--- src/rtl/rob_commit.sv ---
// rob_commit: eight-entry reorder buffer with in-order commit.
//
// The issue stage allocates the tail entry for each decoded instruction.
// Execution units complete entries by tag over the CDB. The head entry
// retires when it is complete, at most one entry per cycle. Retirement
// drives a register write, a memory store, or a mispredict flush.
//
// Handshake: an allocation is accepted on a rising edge of clk1 when
// alloc_valid and alloc_ready are both high. alloc_tag is the tag given to
// that instruction. A CDB writeback (wb_valid) has no ready; it is taken on
// the edge where it is presented, and it is dropped if its tag is not live.
//
// Ports:
//   clk1, rst          clock; synchronous active-high reset
//   alloc_valid/func/rd  issue request (opcode, destination register)
//   alloc_ready/tag    combinational accept indication and the assigned tag
//   wb_valid/tag/data/addr/taken  CDB writeback by ROB tag
//   commit_valid/tag   registered retirement strobe and the retired tag
//   commit_wen/rd/data register-bank write (add, sub, mul, div, load)
//   commit_mem_we/addr memory store (store data on commit_data)
//   flush              registered pulse when a taken branch retires
module rob_commit #(
  parameter int DEPTH = 8,
  parameter int DW    = 16
) (
  input  logic                       clk1,
  input  logic                       rst,
  input  logic                       alloc_valid,
  input  logic [3:0]                 alloc_func,
  input  logic [3:0]                 alloc_rd,
  output logic                       alloc_ready,
  output logic [$clog2(DEPTH)-1:0]   alloc_tag,
  input  logic                       wb_valid,
  input  logic [$clog2(DEPTH)-1:0]   wb_tag,
  input  logic [DW-1:0]              wb_data,
  input  logic [7:0]                 wb_addr,
  input  logic                       wb_taken,
  output logic                       commit_valid,
  output logic [$clog2(DEPTH)-1:0]   commit_tag,
  output logic                       commit_wen,
  output logic [3:0]                 commit_rd,
  output logic [DW-1:0]              commit_data,
  output logic                       commit_mem_we,
  output logic [7:0]                 commit_addr,
  output logic                       flush
);

  localparam int AW = $clog2(DEPTH);
  localparam logic [AW:0] FULL_CNT = (AW+1)'(DEPTH);
  localparam logic [3:0] F_LOAD  = 4'b0100;
  localparam logic [3:0] F_STORE = 4'b0101;
  localparam logic [3:0] F_BEQ   = 4'b0110;
  localparam logic [3:0] F_BNEQ  = 4'b0111;

  // Entry control bits (reset) and payload (not reset; only read when valid).
  logic [DEPTH-1:0] valid_q, valid_d;
  logic [DEPTH-1:0] done_q, done_d;
  logic [DEPTH-1:0] taken_q, taken_d;
  logic [3:0]       func_q [DEPTH];
  logic [3:0]       func_d [DEPTH];
  logic [3:0]       rd_q   [DEPTH];
  logic [3:0]       rd_d   [DEPTH];
  logic [DW-1:0]    data_q [DEPTH];
  logic [DW-1:0]    data_d [DEPTH];
  logic [7:0]       addr_q [DEPTH];
  logic [7:0]       addr_d [DEPTH];

  logic [AW-1:0] head_q, head_d;
  logic [AW-1:0] tail_q, tail_d;
  logic [AW:0]   count_q, count_d;

  logic          commit_valid_q, commit_valid_d;
  logic [AW-1:0] commit_tag_q, commit_tag_d;
  logic          commit_wen_q, commit_wen_d;
  logic [3:0]    commit_rd_q, commit_rd_d;
  logic [DW-1:0] commit_data_q, commit_data_d;
  logic          commit_mem_we_q, commit_mem_we_d;
  logic [7:0]    commit_addr_q, commit_addr_d;
  logic          flush_q, flush_d;

  logic [3:0] head_func;
  logic       commit_now;
  logic       head_is_br;
  logic       flush_now;
  logic       accept;

  always_comb begin
    head_func  = func_q[head_q];
    commit_now = valid_q[head_q] && done_q[head_q];
    head_is_br = (head_func == F_BEQ) || (head_func == F_BNEQ);
    flush_now  = commit_now && head_is_br && taken_q[head_q];
  end

  // No bypass: a full ROB refuses allocation even while the head retires.
  assign alloc_ready = (count_q < FULL_CNT) && !flush_now;
  assign alloc_tag   = tail_q;
  assign accept      = alloc_valid && alloc_ready;

  // Entry array, pointers and occupancy.
  always_comb begin
    valid_d = valid_q;
    done_d  = done_q;
    taken_d = taken_q;
    func_d  = func_q;
    rd_d    = rd_q;
    data_d  = data_q;
    addr_d  = addr_q;
    head_d  = head_q;
    tail_d  = tail_q;
    count_d = count_q;

    // Writebacks to non-live tags are dropped; repeats overwrite.
    if (wb_valid && valid_q[wb_tag]) begin
      done_d[wb_tag]  = 1'b1;
      data_d[wb_tag]  = wb_data;
      addr_d[wb_tag]  = wb_addr;
      taken_d[wb_tag] = wb_taken;
    end

    if (commit_now) begin
      valid_d[head_q] = 1'b0;
      done_d[head_q]  = 1'b0;
      head_d          = head_q + AW'(1);
    end

    if (flush_now) begin
      // Everything younger than the branch is discarded; the ROB restarts
      // empty at the entry after the branch. Allocation is blocked here.
      valid_d = '0;
      done_d  = '0;
      tail_d  = head_q + AW'(1);
      count_d = '0;
    end else begin
      if (accept) begin
        valid_d[tail_q] = 1'b1;
        done_d[tail_q]  = 1'b0;
        func_d[tail_q]  = alloc_func;
        rd_d[tail_q]    = alloc_rd;
        tail_d          = tail_q + AW'(1);
      end
      case ({accept, commit_now})
        2'b10:   count_d = count_q + (AW+1)'(1);
        2'b01:   count_d = count_q - (AW+1)'(1);
        default: count_d = count_q;
      endcase
    end
  end

  // Retirement outputs: strobes pulse for one cycle, data fields hold.
  always_comb begin
    commit_valid_d  = commit_now;
    commit_wen_d    = commit_now && (head_func <= F_LOAD);
    commit_mem_we_d = commit_now && (head_func == F_STORE);
    flush_d         = flush_now;
    commit_tag_d    = commit_tag_q;
    commit_rd_d     = commit_rd_q;
    commit_data_d   = commit_data_q;
    commit_addr_d   = commit_addr_q;
    if (commit_now) begin
      commit_tag_d  = head_q;
      commit_rd_d   = rd_q[head_q];
      commit_data_d = data_q[head_q];
      commit_addr_d = addr_q[head_q];
    end
  end

  always_ff @(posedge clk1) begin
    if (rst) begin
      valid_q         <= '0;
      done_q          <= '0;
      head_q          <= '0;
      tail_q          <= '0;
      count_q         <= '0;
      commit_valid_q  <= 1'b0;
      commit_tag_q    <= '0;
      commit_wen_q    <= 1'b0;
      commit_rd_q     <= '0;
      commit_data_q   <= '0;
      commit_mem_we_q <= 1'b0;
      commit_addr_q   <= '0;
      flush_q         <= 1'b0;
    end else begin
      valid_q         <= valid_d;
      done_q          <= done_d;
      head_q          <= head_d;
      tail_q          <= tail_d;
      count_q         <= count_d;
      commit_valid_q  <= commit_valid_d;
      commit_tag_q    <= commit_tag_d;
      commit_wen_q    <= commit_wen_d;
      commit_rd_q     <= commit_rd_d;
      commit_data_q   <= commit_data_d;
      commit_mem_we_q <= commit_mem_we_d;
      commit_addr_q   <= commit_addr_d;
      flush_q         <= flush_d;
    end
  end

  always_ff @(posedge clk1) begin
    taken_q <= taken_d;
    func_q  <= func_d;
    rd_q    <= rd_d;
    data_q  <= data_d;
    addr_q  <= addr_d;
  end

  assign commit_valid  = commit_valid_q;
  assign commit_tag    = commit_tag_q;
  assign commit_wen    = commit_wen_q;
  assign commit_rd     = commit_rd_q;
  assign commit_data   = commit_data_q;
  assign commit_mem_we = commit_mem_we_q;
  assign commit_addr   = commit_addr_q;
  assign flush         = flush_q;

endmodule

--- config.mk ---
export PLATFORM = sky130hd
export DESIGN_NAME = rob_commit
export DESIGN_NICKNAME = d
export VERILOG_FILES = /design/src/rtl/rob_commit.sv
export SDC_FILE = /design/constraint.sdc
export NUM_CORES = 1
export LEC_CHECK = 0
export CAP_MARGIN = 20
export CORE_MARGIN = 2
export CORE_UTILIZATION = 35
export CTS_CLUSTER_DIAMETER = 60
export DETAILED_ROUTE_END_ITERATION = 7
export PLACE_DENSITY = 0.58
export SLEW_MARGIN = 20
export SYNTH_ARGS = -nofsm -noshare
export SYNTH_HDL_FRONTEND = slang
export SYNTH_SLANG_ARGS = --single-unit
--- constraint.sdc ---
create_clock -name clk1 -period 11.6 [get_ports clk1]
set_input_delay 2.32 -clock clk1 [delete_from_list [all_inputs] [get_ports clk1]]
set_output_delay 2.32 -clock clk1 [all_outputs]
set_load 0.01 [all_outputs]
Word-level counts from Yosys, hierarchy flattened
Cells that the tools add are included.
- add/subtract/negate cells: 4
- multipliers: 0
- divide/modulo/power cells: 0
- order comparisons: 13
- equality and inequality tests: 5
- shift operators: 0
- muxes and demuxes: 45
- bitwise gates (word level): 11
- reductions and logical operators: 19
- operator list (operator ; count):
    $bwmux 128 ; 1
    $bwmux 32 ; 2
    $bwmux 64 ; 1
    $mux 8 ; 8
    $bmux 16 s3 ; 1
    $demux 16 s3 ; 1
    $mux 16 ; 3
    $and 8x8->8 ; 3
    $bmux 4 s3 ; 2
    $bmux 8 s3 ; 1
    $demux 8 s3 ; 1
    $mux 4 ; 5
    $not 8->8 ; 2
    $or 8x8->8 ; 2
    $logic_and 1x1->1 ; 13
    $bmux 1 s3 ; 4
    $demux 4 s3 ; 1
    $eq 4x3->1 const B ; 3
    $ge 4x4->1 const B ; 3
    $lt 3x4->1 const B ; 3
    $not 3->4 ; 3
    $demux 1 s3 ; 3
    $ge 3x1->1 const B ; 3
    $bwmux 8 ; 1
    17 further kinds ; 27
- register bits: 325
- latch bits: 0
- RAM bits: 0
- bits in read-only memories: 0
- input port bits: 40
- memories kept: 0

Longest topological paths before layout
Gate-level depths: netlist of the first run.
- word-level depth: 13
- depth in mapped cells: 18
- mapped depth without buffers: 13

Least setup slack after synthesis of the first run
No wires, ideal clock.
- kind: input-to-reg
- start: input port wb_valid
- end: register addr_q[40] (netlist name) (enable)
- library setup time: 0.482 ns
- arrival time: 5.100 ns
- data required time: 11.118 ns
- slack: 6.018 ns
- stages on the path: 2
- path through: nand2_1 > nor4b_1
- cells in the longest elaborated chain, start to end: 1
- ends and longest elaborated chain (element ; RTL line ; RTL):
    start: declaration ; 33 ; input logic wb_valid,
    $logic_and 1x1->1 ; 113 ; if (wb_valid && valid_q[wb_tag]) begin
    end signal: assignment ; 204 ; addr_q <= addr_d;
    end: declaration ; 65 ; logic [7:0] addr_q [DEPTH];
No other way between the ends.
A chain may end at the register's enable or synchronous reset.

Final worst setup path of the first run
- start: register head_q[0]
- end: output port alloc_ready
- cells in the longest elaborated chain, start to end: 10
- ends and longest elaborated chain (element ; RTL line ; RTL):
    start: declaration ; 68 ; logic [AW-1:0] head_q, head_d;
    start signal: assignment ; 171 ; head_q <= '0;
    start signal: assignment ; 185 ; head_q <= head_d;
    $not 3->4 (not written as such) ; 88 ; head_func = func_q[head_q];
    $bmux 4 s3 ; 88 ;
    $mux 4 (not written as such) (2 in series) ; 88 ;
    $eq 4x3->1 ; 90 ; head_is_br = (head_func == F_BEQ) || (head_func == F_BNEQ);
    $logic_or 1x1->1 ; 90 ;
    $logic_and 1x1->1 ; 91 ; flush_now = commit_now && head_is_br && taken_q[head_q];
    $logic_and 1x1->1 * ; 91 ;
    $logic_not 1->1 * ; 95 ; assign alloc_ready = (count_q < FULL_CNT) && !flush_now;
    $logic_and 1x1->1 * ; 95 ;
    end: declaration ; 31 ; output logic alloc_ready,
Mark *: on every way between the ends. The rest lies on a longest branch, timed or not. The select of a mux whose other input is x is not followed.

==> implementation parameters, run 1 <==
Parameter                              Value

Run status
  Status ... finished, final reports clean

Place
  IO buf count ... 78
  HPWL reported at the end of detailed placement ... about 16 mm
  Weighted congestion at the end of routability-driven global placement ... around 0.82

Synthesis
  Proportion of netlist area held by the largest area contributor ... 0.6293
  Most area-consuming cells after synthesis ... sky130_fd_sc_hd__edfxtp_1, sky130_fd_sc_hd__dfxtp_1, sky130_fd_sc_hd__mux4_2
  Gate Count Post-Synth ... 768
  Library cell with the largest summed area after synthesis ... sky130_fd_sc_hd__edfxtp_1
  Post-synthesis instance area ... between 0.01 and 0.015 mm^2
  Primary FF master, synth ... sky130_fd_sc_hd__edfxtp_1
  Net count after synthesis ... between 800 and 900
  Fraction of synthesis flops using an asynchronous set or reset pin ... 0
  Count of flip-flops with a built-in enable after synthesis ... 264
  Avg Cell Area, Syn ... 16.40 um^2
  Commonest cells post-synth ... sky130_fd_sc_hd__edfxtp_1, sky130_fd_sc_hd__nor2_1, sky130_fd_sc_hd__dfxtp_1, sky130_fd_sc_hd__mux4_2, sky130_fd_sc_hd__a211oi_1
  Count of synthesis-stage warnings from yosys ... 0
  Seq cells post-synth ... 325
  Unique cell type count in the Yosys netlist ... between 60 and 70
  Seq/Total Area, Yosys ... 0.7263
  Most common cell in the netlist ... sky130_fd_sc_hd__edfxtp_1

Clocking
  TritonCTS sink count ... around 330
  Gates resized, CTS repair ... 0
  CTS Hold Buffers Added ... 0
  Buffers inserted during post-CTS setup optimization ... 0
  Clock tree from TritonCTS ... yes
  # H-tree levels ... 2
  Clock Tree Root ... sky130_fd_sc_hd__clkbuf_16
  Clk pin slew, worst setup/hold paths ... roughly 0.06 ns
  Number of buffers created by CTS ... 37
  CTS max path bufs ... 3
  Clock Latency Late Sink ... ~0.52 ns

Drt
  Total wire length after detailed routing ... 27.67 mm
  Number of design-rule violations left by the first detailed-router iteration ... between 600 and 700
  Via density ... 5.139
  Number of remaining DRC errors ... 0
  Total iterations of the first detailed-routing run ... 5
  DR WL/cell ... roughly 21 um
  Number of nets still failing antenna checks after routing ... 0
  Via Count ... ~6.9k

Floorplan
  Die ar. ... ~0.038 mm^2
  Floorplan die height ... slightly below 200 um
  Count of pins on the block boundary ... ~80
  Initial Utilization ... 0.3550
  Core ar. ... about 0.035 mm^2
  Horiz. Die Dim ... a little under 200 um
  Core Rows ... between 60 and 70

Timing
  Post-route clock period utilization ... 0.5738
  Slew at the pin with the worst max-slew slack ... about 1.0 ns
  Final setup TNS ... 0 ns
  Headroom to the max-slew limit ... 0.3080
  WHS ... about 0.46 ns
  Maximum clock rate ... ~0.15 GHz
  Largest clock skew in the final design ... 0.01894 ns
  Final-report max-slew violation count ... 0
  RSZ-0062 raised after global routing ... false
  Final Hold Vio Count ... 0
  Fin crit period ... around 6.7 ns
  Number of endpoints failing setup at the final stage ... 0

Power and ir drop
  P per Cell Area ... between 150 and 200 mW/mm^2
  VDD IR-drop max ... roughly 0.086 mV
  Standby leakage power ... roughly 4.7 nW

Critical path
  Category of the most critical setup path ... reg -> out
  Top fanout value on the critical path ... 46
  CP startpoint kind ... register
  Element type at the critical path end ... primary output
  Setup slack, reg-to-reg ... 6.78 ns
  Data arrival at the endpoint of the critical path ... between 4 and 5 ns
  Required time of the worst setup path ... between 9 and 10 ns

Final layout
  Final antenna diode count ... 0
  Fill cells ... approximately 3.2k
  Share of cells above drive strength 1 ... 0.1640
  Count of nets after finishing ... 900
  Growth of design area from synthesis to finish ... 19.73%

Min path
  Worst hold path class ... reg -> reg

Global route
  Pin count of the biggest net entering global routing ... 66
  Final global-route overflow total ... 0
  Wire length of the first global-routing pass ... about 42 mm
  Number of global-route vias before repair ... slightly below 7k
  Total Routing Usage GR ... 0.1453
  Initial antenna violation count ... 1

Job
  Max Cap Viol ... 0
[worst paths after layout]
path,startpoint,end,cells past startpoint
setup / recovery,head_q[0],alloc_ready,8
setup reg to reg,head_q[0],count_q[3],14
hold / removal,commit_tag[1],commit_tag[1],2
hold reg to reg,commit_tag[1],commit_tag[1],2
[cell type report]
class	count	area, um^2	area share
sequential	325	9158	0.6072
multi-input combinational	389	3237	0.2146
clock buffer	54	1040	0.06894
timing repair buffer	97	922.1	0.06114
tap	461	576.8	0.03824
clock inverter	14	130.1	0.008628
inverter	5	18.77	0.001244
[cells by family (layout without fill, tap and decap cells)]
family          count (synthesis)  count (layout)  share of synthesized area
compound gates                124             124                    0.07509
xor+xnor                       10              10                   0.006953
fa+ha+maj                       5               5                   0.004966
buf+inv                        54             170                    0.02026
flops                         325             325                     0.7263
mux                            79              79                     0.1021
simple gates                  171             171                    0.06436
[through the flow]
stage	util	total power [mW]	std cells	cell area, um^2	setup slack [ns]
after floorplan	-	1.330	768	12600	6.018
final	0.4251	2.446	1345	15080	4.944
after CTS	0.4247	2.478	1344	15070	4.891
after detailed placement	0.3917	1.370	1276	13900	5.443
after global routing	0.4251	2.529	1345	15080	4.642
after global placement	0.3916	1.369	1276	13900	5.516
[worst max-delay path, stage by stage, from the launching register on]
cell and delay, ns:
sky130_fd_sc_hd__dfxtp_4 0.79, sky130_fd_sc_hd__buf_4 0.72, sky130_fd_sc_hd__nor3b_2 0.29, sky130_fd_sc_hd__buf_4 0.45, sky130_fd_sc_hd__nand2_1 0.13, sky130_fd_sc_hd__o211a_1 0.25
sky130_fd_sc_hd__nor3_4 0.54, sky130_fd_sc_hd__nor2_1 0.08, sky130_fd_sc_hd__clkdlybuf4s50_1 0.49
[where the power goes]
group | switching [mW] | total (mW) | leakage (nW) | internal [mW]
Combinational | 0.0408 | 0.0690 | 1.26 | 0.0282
Sequential | 0.00666 | 1.28 | 2.87 | 1.27
Clock | 0.450 | 1.10 | 0.564 | 0.651
[cell usage in the layout, fill, tap and decap left out, types with 3 or more instances in the layout]
master                            netlist  final
sky130_fd_sc_hd__edfxtp_1             264    264
sky130_fd_sc_hd__inv_1                  4      4
sky130_fd_sc_hd__clkbuf_8               0      5
sky130_fd_sc_hd__a221oi_1              28     28
sky130_fd_sc_hd__o21ai_0                4      4
sky130_fd_sc_hd__clkinv_2               0      3
sky130_fd_sc_hd__nor2b_1                3      3
sky130_fd_sc_hd__ha_1                   5      5
sky130_fd_sc_hd__buf_4                  3     18
sky130_fd_sc_hd__a22oi_1               11     11
sky130_fd_sc_hd__nor3b_1                5      3
sky130_fd_sc_hd__xor2_1                 3      3
sky130_fd_sc_hd__nor3b_2                2      4
sky130_fd_sc_hd__clkbuf_1              22     12
sky130_fd_sc_hd__nor3_1                 9      8
sky130_fd_sc_hd__nor2_2                 0      3
sky130_fd_sc_hd__clkbuf_16              0     37
sky130_fd_sc_hd__nor2_1               104    101
sky130_fd_sc_hd__a21oi_1               28     28
sky130_fd_sc_hd__nand2_1               22     22
sky130_fd_sc_hd__mux4_2                37     37
sky130_fd_sc_hd__dfxtp_1               61     58
sky130_fd_sc_hd__clkinv_1               0      3
sky130_fd_sc_hd__mux2_2                12     12
sky130_fd_sc_hd__a211oi_1              32     32
sky130_fd_sc_hd__mux2i_1               28     28
sky130_fd_sc_hd__xnor2_1                7      7
sky130_fd_sc_hd__clkdlybuf4s50_1        0     77
[layer usage]
metal  global-route usage  vias to the layer above  share of wire
met5                    0                        -        0.00058
met1               0.2122                     3468           0.47
li1                     -                     3198              -
met2               0.2190                      198           0.45
met3              0.02922                       46          0.056
met4              0.04439                        2          0.022
[state kept, by name, summed over array words and instances, names as in the netlist]
register and flops:
data_q 128, addr_q 64, head_q 3, count_q 4
func_q 32, commit_mem_we 1, alloc_tag 3, done_q 8
commit_rd 4, commit_tag 3, commit_addr 8, flush 1
commit_wen 1, taken_q 8, commit_data 16, valid_q 8
rd_q 32, commit_valid 1
Note: power is estimated with default switching activity, not from simulation.
==> run 2, diff against run 1 <==
- clock period: 11.6 -> 6.8 ns (I/O delays scaled with it)
==> run 2 against run 1 <==
  * Wire length decreased by 0.66%
  * Utilization decreased by 0.29 points
  * Clock power rose by 59%
  * Sequential power up 70%
  * Clock skew down 0.0040 ns
  * Flip-flop and latch count did not move
  * Global-route usage increased by 0.097 points
  * Largest cell class unchanged
  * Hold slack improved by 0.011 ns
  * First-iteration DRC count fell by 25%
  * Combinational power rose by 68%
  * Clock-buffer cell count down 7
==> implementation parameters, run 2 (same netlist as run 1, synthesis figures left out) <==
Parameter                              Value

Place
  Number of cells in the design after placement ... approximately 1.3k
  Weighted congestion at the end of routability-driven global placement ... about 0.8
  IO buf count ... 78
  HPWL reported at the end of detailed placement ... around 16 mm
  Placed cell areas ... about 0.014 mm^2

Final layout
  Register Area ... about 0.009 mm^2
  Number of flip-flops in the largest register ... approximately 130
  Largest Register ... data_q
  Final antenna diode count ... 0
  Growth of design area from synthesis to finish ... 18.91%
  Count of nets after finishing ... between 800 and 900
  Filler-free cell count of the finished design ... 1339
  Share of cells above drive strength 1 ... 0.1595
  Fill cells ... around 3.2k
  Most common cell after layout, fill and taps aside ... sky130_fd_sc_hd__edfxtp_1
  Commonest cells after routing, fill and taps aside ... sky130_fd_sc_hd__edfxtp_1, sky130_fd_sc_hd__nor2_1, sky130_fd_sc_hd__clkdlybuf4s50_1
  Final core area utilization ... 0.4222
  Area used by multi-input combinational logic ... 0.003231 mm^2
  Post-route cell area ... between 0.01 and 0.015 mm^2
  Largest registers ... data_q x128, addr_q x64

Critical path
  Element type at the critical path end ... primary output
  Category of the most critical setup path ... reg -> out
  Top fanout value on the critical path ... 36
  Required time of the worst setup path ... between 5 and 6 ns
  CP startpoint kind ... register
  Data arrival at the endpoint of the critical path ... around 3.6 ns

Power and ir drop
  Power Total ... between 4 and 5 mW
  Cell-internal power ... between 3 and 4 mW
  Share of power burned in registers ... 0.539
  P per Cell Area ... approximately 270 mW/mm^2
  Net switching power figure ... between 800 and 900 uW
  Fraction of power spent switching nets ... 0.2028
  Standby leakage power ... between 4 and 5 nW
  VDD IR-drop max ... between 0.1 and 0.15 mV
  Power share of the combinational group ... 0.029
  Share of total power in the clock network ... 0.433

Run status
  Status ... finished, final reports clean

Drt
  Via Count ... approximately 6.9k
  Total wire length after detailed routing ... 27.49 mm
  DR WL/cell ... roughly 21 um
  Number of design-rule violations left by the first detailed-router iteration ... around 460
  Via density ... ~5.2
  Number of nets still failing antenna checks after routing ... 0
  Number of remaining DRC errors ... 0
  Total iterations of the first detailed-routing run ... 5

Timing
  Largest clock skew in the final design ... 0.01490 ns
  Slew at the pin with the worst max-slew slack ... about 1.1 ns
  Post-route clock period utilization ... 0.7336
  RSZ-0062 raised after global routing ... false
  Final setup TNS ... 0 ns
  Maximum clock rate ... ~0.2 GHz
  Final Hold Vio Count ... 0
  Final-report max-slew violation count ... 0
  Number of endpoints failing setup at the final stage ... 0
  Fin crit period ... about 5 ns
  Headroom to the max-slew limit ... 0.2889

Global route
  Total Routing Usage GR ... 0.1463
  Final global-route overflow total ... 0
  Wire length of the first global-routing pass ... 42.41 mm
  Initial antenna violation count ... 1
  Number of global-route vias before repair ... ~7.0k
  Pin count of the biggest net entering global routing ... 50

Clocking
  # H-tree levels ... 2
  TritonCTS sink count ... about 330
  CTS Hold Buffers Added ... 0
  CTS max path bufs ... 3
  Clk pin slew, worst setup/hold paths ... around 0.06 ns
  Buffers inserted during post-CTS setup optimization ... 0
  Clock Tree Root ... sky130_fd_sc_hd__clkbuf_16
  Number of buffers created by CTS ... 34
  Gates resized, CTS repair ... 0
  Clock tree from TritonCTS ... yes
  Clock Latency Late Sink ... 0.52 ns

Job
  Max Cap Viol ... 0

Min path
  Worst hold path class ... reg -> reg

Floorplan
  Core ar. ... 0.03548 mm^2
  Die ar. ... between 0.03 and 0.04 mm^2
  Floorplan die height ... 193.7 um
  Core Rows ... just under 70
  Count of pins on the block boundary ... 79
  Initial Utilization ... 0.3550
  Horiz. Die Dim ... 193.7 um
## run 2: metal layers
layer	global-route usage	part of all wire
met3	0.02609	0.046
met1	0.2086	0.47
met4	0.03986	0.016
met2	0.2311	0.47
met5	0	0.00044
## run 2: area by class of cell
type,instances,area share
Clock buffer,47,0.06206
Clock inverter,14,0.009355
Inverter,5,0.001253
Multi-Input combinational cell,389,0.2157
Sequential cell,325,0.6113
Tap cell,461,0.03851
Timing Repair Buffer,98,0.06181
## run 2: worst max-delay path, stage by stage (launching register included)
cell	delay, ns
sky130_fd_sc_hd__dfxtp_4	0.70
sky130_fd_sc_hd__mux4_2	0.58
sky130_fd_sc_hd__mux2i_1	0.20
sky130_fd_sc_hd__or4b_4	0.56
sky130_fd_sc_hd__nor3_4	0.47
sky130_fd_sc_hd__nor2_1	0.09
sky130_fd_sc_hd__clkdlybuf4s50_1	0.50
## run 2: path summary, 6_finish.rpt
| kind | slack [ns] | endpoint | start | cells after the start |
|---|---|---|---|---|
| worst max-delay path | 1.81 | alloc_ready | head_q[0] | 6 |
| worst max register to register | 2.77 | count_q[3] | head_q[0] | 14 |
| worst min-delay path | 0.48 | commit_tag[2] | commit_tag[2] | 2 |
| worst min register to register | 0.48 | commit_tag[2] | commit_tag[2] | 2 |
## run 2: through the flow
stage | hold slack, ns | setup WS (ns)
3_5_place_dp | 0.4674 | 2.325
2_1_floorplan | 0.4412 | 2.178
4_1_cts | 0.4763 | 1.774
6_report | 0.4751 | 1.811
3_3_place_gp | 0.4623 | 2.389
5_1_grt | 0.5029 | 1.630
## run 2: power groups by stage
stage	sequential (mW)	combinational (mW)	clock (mW)
finish	2.18	0.116	1.75
detailed placement	2.22	0.117	0
global route	2.18	0.127	1.88
CTS	2.18	0.118	1.80
floorplan	2.22	0.0520	0
global placement	2.22	0.115	0
==> run 3, diff against run 2 <==
- clock period: 6.8 -> 5.15 ns (I/O delays scaled with it)
==> run 3 against run 2 <==
  * Register-to-register slack worse by 1.4 ns
  * Largest power group unchanged
  * Worst setup slack lost 0.84 ns
  * Clock-buffer cell count rose by 1
  * Non-clock buffer count increased by 6
  * Sequential share of layout area shrank 0.51 points
  * Die area unchanged
  * Clock power grew 42%
  * Clock skew grew 0.0050 ns
  * Sequential power up 32%
  * Largest cell class unchanged
  * Flip-flop and latch count did not move
  * Utilization increased by 0.35 points
  * Hold slack worse by 0.0060 ns
==> implementation parameters, run 3 (same netlist as run 1, synthesis figures left out) <==
Parameter                              Value

Run status
  Status ... finished, final reports clean

Clocking
  TritonCTS sink count ... about 330
  Buffers inserted during post-CTS setup optimization ... 0
  Number of buffers created by CTS ... 35
  Clock Tree Root ... sky130_fd_sc_hd__clkbuf_16
  Clk pin slew, worst setup/hold paths ... about 0.06 ns
  Clock Latency Late Sink ... 0.51 ns
  Gates resized, CTS repair ... 0
  CTS Hold Buffers Added ... 0
  CTS max path bufs ... 3
  Clock tree from TritonCTS ... yes
  # H-tree levels ... 2

Floorplan
  Core ar. ... ~0.035 mm^2
  Core Rows ... slightly below 70
  Horiz. Die Dim ... 193.7 um
  Count of pins on the block boundary ... ~80
  Die ar. ... around 0.038 mm^2
  Initial Utilization ... 0.3550
  Floorplan die height ... approximately 190 um

Final layout
  Count of nets after finishing ... 905
  Most common cell after layout, fill and taps aside ... sky130_fd_sc_hd__edfxtp_1
  Final antenna diode count ... 0
  Largest Register ... data_q
  Commonest cells after routing, fill and taps aside ... sky130_fd_sc_hd__edfxtp_1, sky130_fd_sc_hd__nor2_1, sky130_fd_sc_hd__clkdlybuf4s50_1
  Number of flip-flops in the largest register ... 128
  Share of cells above drive strength 1 ... 0.1680
  Register Area ... around 0.009 mm^2
  Post-route cell area ... roughly 0.015 mm^2
  Growth of design area from synthesis to finish ... 19.90%
  Fill cells ... 3125
  Area used by multi-input combinational logic ... 0.003233 mm^2
  Largest registers ... data_q x128, addr_q x64

Place
  Placed cell areas ... about 0.014 mm^2
  Worst slack at placement ... approximately 1.4 ns
  Weighted congestion at the end of routability-driven global placement ... 0.7860
  HPWL reported at the end of detailed placement ... 16.21 mm
  IO buf count ... 78

Critical path
  Top fanout value on the critical path ... 22
  Element type at the critical path end ... primary output
  CP startpoint kind ... register
  Required time of the worst setup path ... 4.12 ns
  Data arrival at the endpoint of the critical path ... between 3 and 4 ns
  Category of the most critical setup path ... reg -> out

Timing
  Final Hold Vio Count ... 0
  RSZ-0062 raised after global routing ... false
  Final-report max-slew violation count ... 0
  Slew at the pin with the worst max-slew slack ... 0.9217 ns
  Maximum clock rate ... between 0.2 and 0.25 GHz
  Final setup TNS ... 0 ns
  Number of endpoints failing setup at the final stage ... 0
  WHS ... around 0.47 ns
  Headroom to the max-slew limit ... 0.3809
  Post-route clock period utilization ... 0.8119
  Largest clock skew in the final design ... 0.01986 ns
  Fin worst setup slack ... a little under 1 ns
  Fin crit period ... 4.181 ns

Drt
  Total wire length after detailed routing ... approximately 28 mm
  DR WL/cell ... around 21 um
  Via density ... a little over 5
  Number of nets still failing antenna checks after routing ... 0
  Number of remaining DRC errors ... 0
  Total iterations of the first detailed-routing run ... 4
  Via Count ... between 6k and 7k
  Number of design-rule violations left by the first detailed-router iteration ... around 470

Power and ir drop
  P per Cell Area ... 364.9 mW/mm^2
  VDD IR-drop max ... roughly 0.21 mV
  Standby leakage power ... between 4 and 5 nW

Job
  Max Cap Viol ... 0

Global route
  Total Routing Usage GR ... 0.1484
  Wire length of the first global-routing pass ... roughly 43 mm
  Number of global-route vias before repair ... about 7.1k
  Final global-route overflow total ... 0
  Pin count of the biggest net entering global routing ... 66
  Initial antenna violation count ... 1

Min path
  Worst hold path class ... reg -> reg
==> run 3: cell count changes in the layout (fill, tap and decap cells not counted), moves of 2 or more <==
cell / previous run / this run
sky130_fd_sc_hd__clkbuf_16: 34 / 36
sky130_fd_sc_hd__buf_4: 20 / 26
sky130_fd_sc_hd__nor2_1: 100 / 103
sky130_fd_sc_hd__nor2_2: 4 / 1
sky130_fd_sc_hd__bufinv_16: 1 / 3
==> run 3: layout make-up <==
class                   instances  area share
flip-flops and latches        325      0.6063
multi-input cells             389      0.2140
clock buffers                  48     0.06461
repair buffers                104     0.06428
well taps                     461     0.03819
clock inverters                16     0.01135
inverters                       5    0.001243
==> run 3: power breakdown <==
group	switching [mW]	internal, mW	total, mW
Clock	0.994	1.49	2.48
Sequential	0.0148	2.86	2.87
Combinational	0.0916	0.0645	0.156
Total	1.10	4.41	5.51
==> run 3: path summary, 6_finish.rpt <==
| kind | endpoint | start | slack (ns) | cells after the start |
|---|---|---|---|---|
| worst max-delay path | alloc_ready | head_q[0] | 0.97 | 6 |
| worst min-delay path | commit_tag[1] | commit_tag[1] | 0.47 | 2 |
| worst max register to register | count_q[2] | head_q[0] | 1.41 | 14 |
| worst min register to register | commit_tag[1] | commit_tag[1] | 0.47 | 2 |
==> run 3: critical path, stage by stage, from the launching register on <==
cell,delay (ns)
sky130_fd_sc_hd__dfxtp_4,0.58
sky130_fd_sc_hd__mux4_2,0.56
sky130_fd_sc_hd__mux2i_1,0.24
sky130_fd_sc_hd__or4b_4,0.57
sky130_fd_sc_hd__nor3_4,0.17
sky130_fd_sc_hd__nor2_1,0.06
sky130_fd_sc_hd__clkdlybuf4s50_1,0.47
==> run 3: through the flow <==
stage,util,instances,power [mW]
finish,0.4257,1348,5.511
floorplan,-,768,2.995
detailed placement,0.3933,1284,3.086
global route,0.4257,1348,5.689
global placement,0.3933,1284,3.083
CTS,0.4257,1348,5.573
==> run 3: metal layers <==
layer / routed length (um) / share of wire / GRT usage / vias to the layer above
met4: 489 / 0.017 / 0.03817 / 2
li1: - / - / - / 3200
met5: 13 / 0.00046 / 0 / -
met2: 13370 / 0.48 / 0.2394 / 171
met3: 1259 / 0.045 / 0.02661 / 39
met1: 12880 / 0.46 / 0.2081 / 3502
==> patch 1, RTL diff (settings of run 3) <==
`commit_data_q` and `commit_addr_q` no longer have a reset.
--- a/src/rtl/rob_commit.sv
+++ b/src/rtl/rob_commit.sv
@@ -176,7 +176,5 @@
       commit_wen_q    <= 1'b0;
       commit_rd_q     <= '0;
-      commit_data_q   <= '0;
       commit_mem_we_q <= 1'b0;
-      commit_addr_q   <= '0;
       flush_q         <= 1'b0;
     end else begin
@@ -190,9 +188,12 @@
       commit_wen_q    <= commit_wen_d;
       commit_rd_q     <= commit_rd_d;
-      commit_data_q   <= commit_data_d;
       commit_mem_we_q <= commit_mem_we_d;
-      commit_addr_q   <= commit_addr_d;
       flush_q         <= flush_d;
     end
+  end
+
+  always_ff @(posedge clk1) begin
+    commit_data_q <= commit_data_d;
+    commit_addr_q <= commit_addr_d;
   end
 
Formal check against the unedited RTL: differs if rst is asserted again (counterexample within 4 cycles, from zero or initial values and one cycle with rst high); with rst held inactive, the same outputs for 4 cycles.
==> patch 1 against run 3 <==
- routed wire length up 0.68%
- power down 0.29%
- sequential cell count unchanged
- design area down 0.22%
- setup slack worse by 0.43 ns
- via count up 0.10%
- area after synthesis down 0.61%
- fmax down 9.3%
==> patch 1: results (changes against run 3) <==
.. list-table::
   :header-rows: 1

   * - Metric
     - Value
   * - Met2 usage
     - 24.2% (was 23.9%)
   * - Worst-case hold path end point
     - commit_tag[2] (was commit_tag[1])
   * - GRT met3 Usage
     - 2.88% (was 2.66%)
   * - Dpl cell area
     - 13900 sq um (was 14000 sq um)
   * - FF-to-FF setup slack
     - 1.21 ns (was 1.41 ns)
   * - Share of total power in sequential cells
     - 52.6% (was 52.1%)
   * - Xor/xnor cell area share of the yosys netlist
     - 0.490% (was 0.695%)
   * - Worst hold-check slack
     - 0.466 ns (was 0.469 ns)
   * - Kind of cell adding the most delay to the critical path
     - buffers and inverters (was multiplexers)
   * - Number of distinct library cell variants in the gate-level netlist after synthesis
     - 51 (was 61)
   * - Starting DRT DRC Count
     - 678 (was 469)
   * - Total of fill cells in the finished design
     - 3189 (was 3125)
   * - Highest routed layer
     - met4 (was met5)
   * - Result of the run
     - complete, no violations (unchanged)
   * - Wire length of the first global-routing pass
     - 42.7 mm (was 43.0 mm)
   * - Via count of the first global-routing pass
     - 7069 (was 7096)
   * - Worst slew margin
     - 35.0% (was 38.1%)
   * - Area share of fa/ha/maj cells after synthesis
     - 0.500% (was 0.497%)
   * - Syn nets
     - 807 (was 813)
   * - Max rail drop VDD
     - 0.000179 V (was 0.000207 V)
   * - Met2 wire length
     - 13.2 mm (was 13.4 mm)
   * - Grt met1 use
     - 21.7% (was 20.8%)
   * - Largest net degree at the start of global routing
     - 49 (was 66)
   * - Critical Path Max Stage Delay
     - 0.72 ns (was 0.58 ns)
   * - Detailed-router iteration count before antenna repair
     - 5 (was 4)
   * - Portion of the post-synthesis area used by sequential elements
     - 75.0% (was 72.6%)
   * - Post-synthesis compound-gate area fraction
     - 7.98% (was 7.51%)
   * - Share of layout cells above drive strength 1
     - 16.2% (was 16.8%)
   * - Overall Global Routing Usage
     - 15.3% (was 14.8%)
   * - Multi-input logic area
     - 2920 sq um (was 3230 sq um)
   * - Cells after DPL
     - 1286 (was 1284)
   * - Worst slack at placement
     - 1.05 ns (was 1.38 ns)
   * - Final estimated routing congestion in global placement
     - 0.789 (was 0.786)
==> patch 1: changes by cell type after synthesis, sizes merged, moves of 12 or more <==
cell    before  now
mux4        38   16
mux2        13   43
nand2       22   49
dfxtp       61   37
nor2       104   60
a211oi      33   10
edfxtp     264  288
o221ai       0   12
a21oi       29   42
==> patch 1: worst max path at each step <==
stage / from / cells past startpoint / slack [ns] / to
2_1_floorplan: wb_valid / 4 / 0.76 / done_q[2]
3_3_place_gp: head_q[2] / 8 / 1.09 / alloc_ready
3_5_place_dp: head_q[0] / 7 / 1.05 / alloc_ready
4_1_cts: head_q[0] / 7 / 0.49 / alloc_ready
5_1_grt: head_q[0] / 7 / 0.30 / alloc_ready
6_report: head_q[0] / 7 / 0.54 / alloc_ready
==> patch 1: layout make-up <==
cell class / count / share of cell area, %
multi-input combinational: 388 / 19.4
tap: 461 / 3.83
clock inverter: 23 / 1.36
sequential: 325 / 62.3
inverter: 6 / 0.199
timing repair buffer: 106 / 6.58
clock buffer: 43 / 6.29
==> patch 2, RTL diff (settings of run 3) <==
Without the edit above. Change the parameter `DW` from 16 to 20.
--- a/src/rtl/rob_commit.sv
+++ b/src/rtl/rob_commit.sv
@@ -22,5 +22,5 @@
 module rob_commit #(
   parameter int DEPTH = 8,
-  parameter int DW    = 16
+  parameter int DW    = 20
 ) (
   input  logic                       clk1,
Interface: changed (resized commit_data and wb_data); port bits go from 79 to 87. No check against the original RTL was run, so the function may have changed too.
==> patch 2 against run 3 <==
- routed wire length increased by 16%
- design area increased by 13%
- sequential cell count increased by 36
- area after synthesis increased by 12%
- register-to-register slack got worse by 0.24 ns
- power increased by 12%
- fmax decreased by 12%
- setup slack got worse by 0.56 ns
- via count increased by 19%
- critical endpoint unchanged
- largest cell class unchanged
==> patch 2: results (changes against run 3) <==
.. list-table::
   :header-rows: 1

   * - Metric
     - Value
   * - Result of the run
     - complete, no violations (unchanged)
   * - Via count of the first global-routing pass
     - 8413 (was 7096)
   * - Total of fill cells in the finished design
     - 3648 (was 3125)
   * - Number of cells traversed by the worst register-to-register path
     - 12 (was 14)
   * - Detailed-route via count
     - 8242 (was 6914)
   * - Cells after DPL
     - 1559 (was 1284)
   * - Share of layout cells above drive strength 1
     - 11.1% (was 16.8%)
   * - Standby leakage power
     - 5.37 nW (was 4.73 nW)
   * - Post-DP HPWL
     - 19.2 mm (was 16.2 mm)
   * - Count of flip-flops with a built-in enable after synthesis
     - 296 (was 264)
   * - Detailed-router iteration count before antenna repair
     - 5 (was 4)
   * - Syn nets
     - 1032 (was 813)
   * - Portion of the post-synthesis area used by sequential elements
     - 72.0% (was 72.6%)
   * - Max rail drop VDD
     - 0.000207 V (about the same)
   * - Worst slack at placement
     - 0.962 ns (was 1.38 ns)
   * - Final Cell Area
     - 17000 sq um (was 15100 sq um)
   * - Critical Path Max Stage Delay
     - 0.81 ns (was 0.58 ns)
   * - Largest registers ranked by flip-flop count
     - data_q x160, addr_q x64 (was data_q x128, addr_q x64)
   * - Dpl cell area
     - 15700 sq um (was 14000 sq um)
   * - Number of distinct library cell variants in the gate-level netlist after synthesis
     - 52 (was 61)
   * - Final estimated routing congestion in global placement
     - 0.839 (was 0.786)
   * - Overall Global Routing Usage
     - 15.8% (was 14.8%)
   * - Top post-synthesis cells by count
     - sky130_fd_sc_hd__edfxtp_1, sky130_fd_sc_hd__nor2_1, sky130_fd_sc_hd__mux2i_1 (was sky130_fd_sc_hd__edfxtp_1, sky130_fd_sc_hd__nor2_1, sky130_fd_sc_hd__dfxtp_1)
   * - CTS buffer count
     - 41 (was 35)
   * - Wire length of the first global-routing pass
     - 50.1 mm (was 43.0 mm)
   * - Arrival time worst endpoint
     - 3.72 ns (was 3.15 ns)
   * - Most area-consuming cells after synthesis
     - sky130_fd_sc_hd__edfxtp_1, sky130_fd_sc_hd__dfxtp_1, sky130_fd_sc_hd__mux2i_1 (was sky130_fd_sc_hd__edfxtp_1, sky130_fd_sc_hd__dfxtp_1, sky130_fd_sc_hd__mux4_2)
   * - Crit Reg-Reg Endpoint
     - count_q[3] (was count_q[2])
   * - FF-to-FF setup slack
     - 1.17 ns (was 1.41 ns)
   * - Largest net degree at the start of global routing
     - 54 (was 66)
   * - Total number of nets in the final design
     - 1126 (was 905)
==> patch 2: cell types whose count changed in the layout (fill, tap and decap cells not counted), moves of 29 or more <==
| cell | delta |
|---|---|
| sky130_fd_sc_hd__nor2_1 | +30 |
| sky130_fd_sc_hd__a21oi_1 | +60 |
| sky130_fd_sc_hd__mux4_2 | -32 |
| sky130_fd_sc_hd__edfxtp_1 | +32 |
| sky130_fd_sc_hd__o21ai_0 | +29 |
| sky130_fd_sc_hd__mux2i_1 | +62 |
| sky130_fd_sc_hd__o22ai_1 | +30 |
==> patch 2: through the flow <==
stage               hold slack (ns)  total power, mW
floorplan                     0.443             3.30
global placement              0.447             3.40
detailed placement            0.449             3.40
CTS                           0.459             6.26
global route                  0.478             6.39
finish                        0.456             6.19
==> patch 2: layout make-up <==
cell class / instances / area share, %
Clock buffer: 57 / 6.82
Clock inverter: 19 / 1.05
Inverter: 5 / 0.110
Multi-Input combinational cell: 557 / 22.0
Sequential cell: 361 / 60.0
Tap cell: 525 / 3.86
Timing Repair Buffer: 111 / 6.14
==> patch 2: how the worst max path moves through the flow <==
stage / from / to / slack (ns)
floorplan: wb_tag[0] / done_q[4] / 1.68
global placement: head_q[0] / alloc_ready / 1.01
detailed placement: head_q[0] / alloc_ready / 0.96
CTS: head_q[0] / alloc_ready / 0.37
global route: head_q[0] / alloc_ready / 0.19
finish: head_q[0] / alloc_ready / 0.40
==> patch 2: kinds of logic (layout without fill, tap and decap cells) <==
| logic type | Yosys count | after routing | synth area share [%] |
|---|---|---|---|
| fa+ha+maj | 5 | 5 | 0.442 |
| buf+inv | 65 | 192 | 2.01 |
| xor+xnor | 9 | 9 | 0.557 |
| flops | 361 | 361 | 72.0 |
| simple gates | 229 | 229 | 6.95 |
| compound gates | 196 | 196 | 8.13 |
| mux | 118 | 118 | 9.94 |
==> patch 2: tightest hold or removal path, stage by stage, from the launching register on <==
cell	delay (ns)
sky130_fd_sc_hd__dfxtp_1	0.31
sky130_fd_sc_hd__nand2_1	0.05
sky130_fd_sc_hd__a21oi_1	0.05
==> patch 2: metal layers <==
metal	track usage [%]	vias to the layer above	part of all wire (%)
met2	24.4	198	45
met3	3.04	60	5.3
met5	0	-	0.037
met4	5.65	2	2.5
li1	-	3907	-
met1	22.2	4075	48
==> patch 2: where the power goes <==
part	switching, mW	internal [mW]	total [mW]
combinational	0.0879	0.0585	0.146
sequential	0.0123	3.18	3.19
clock	1.16	1.69	2.85
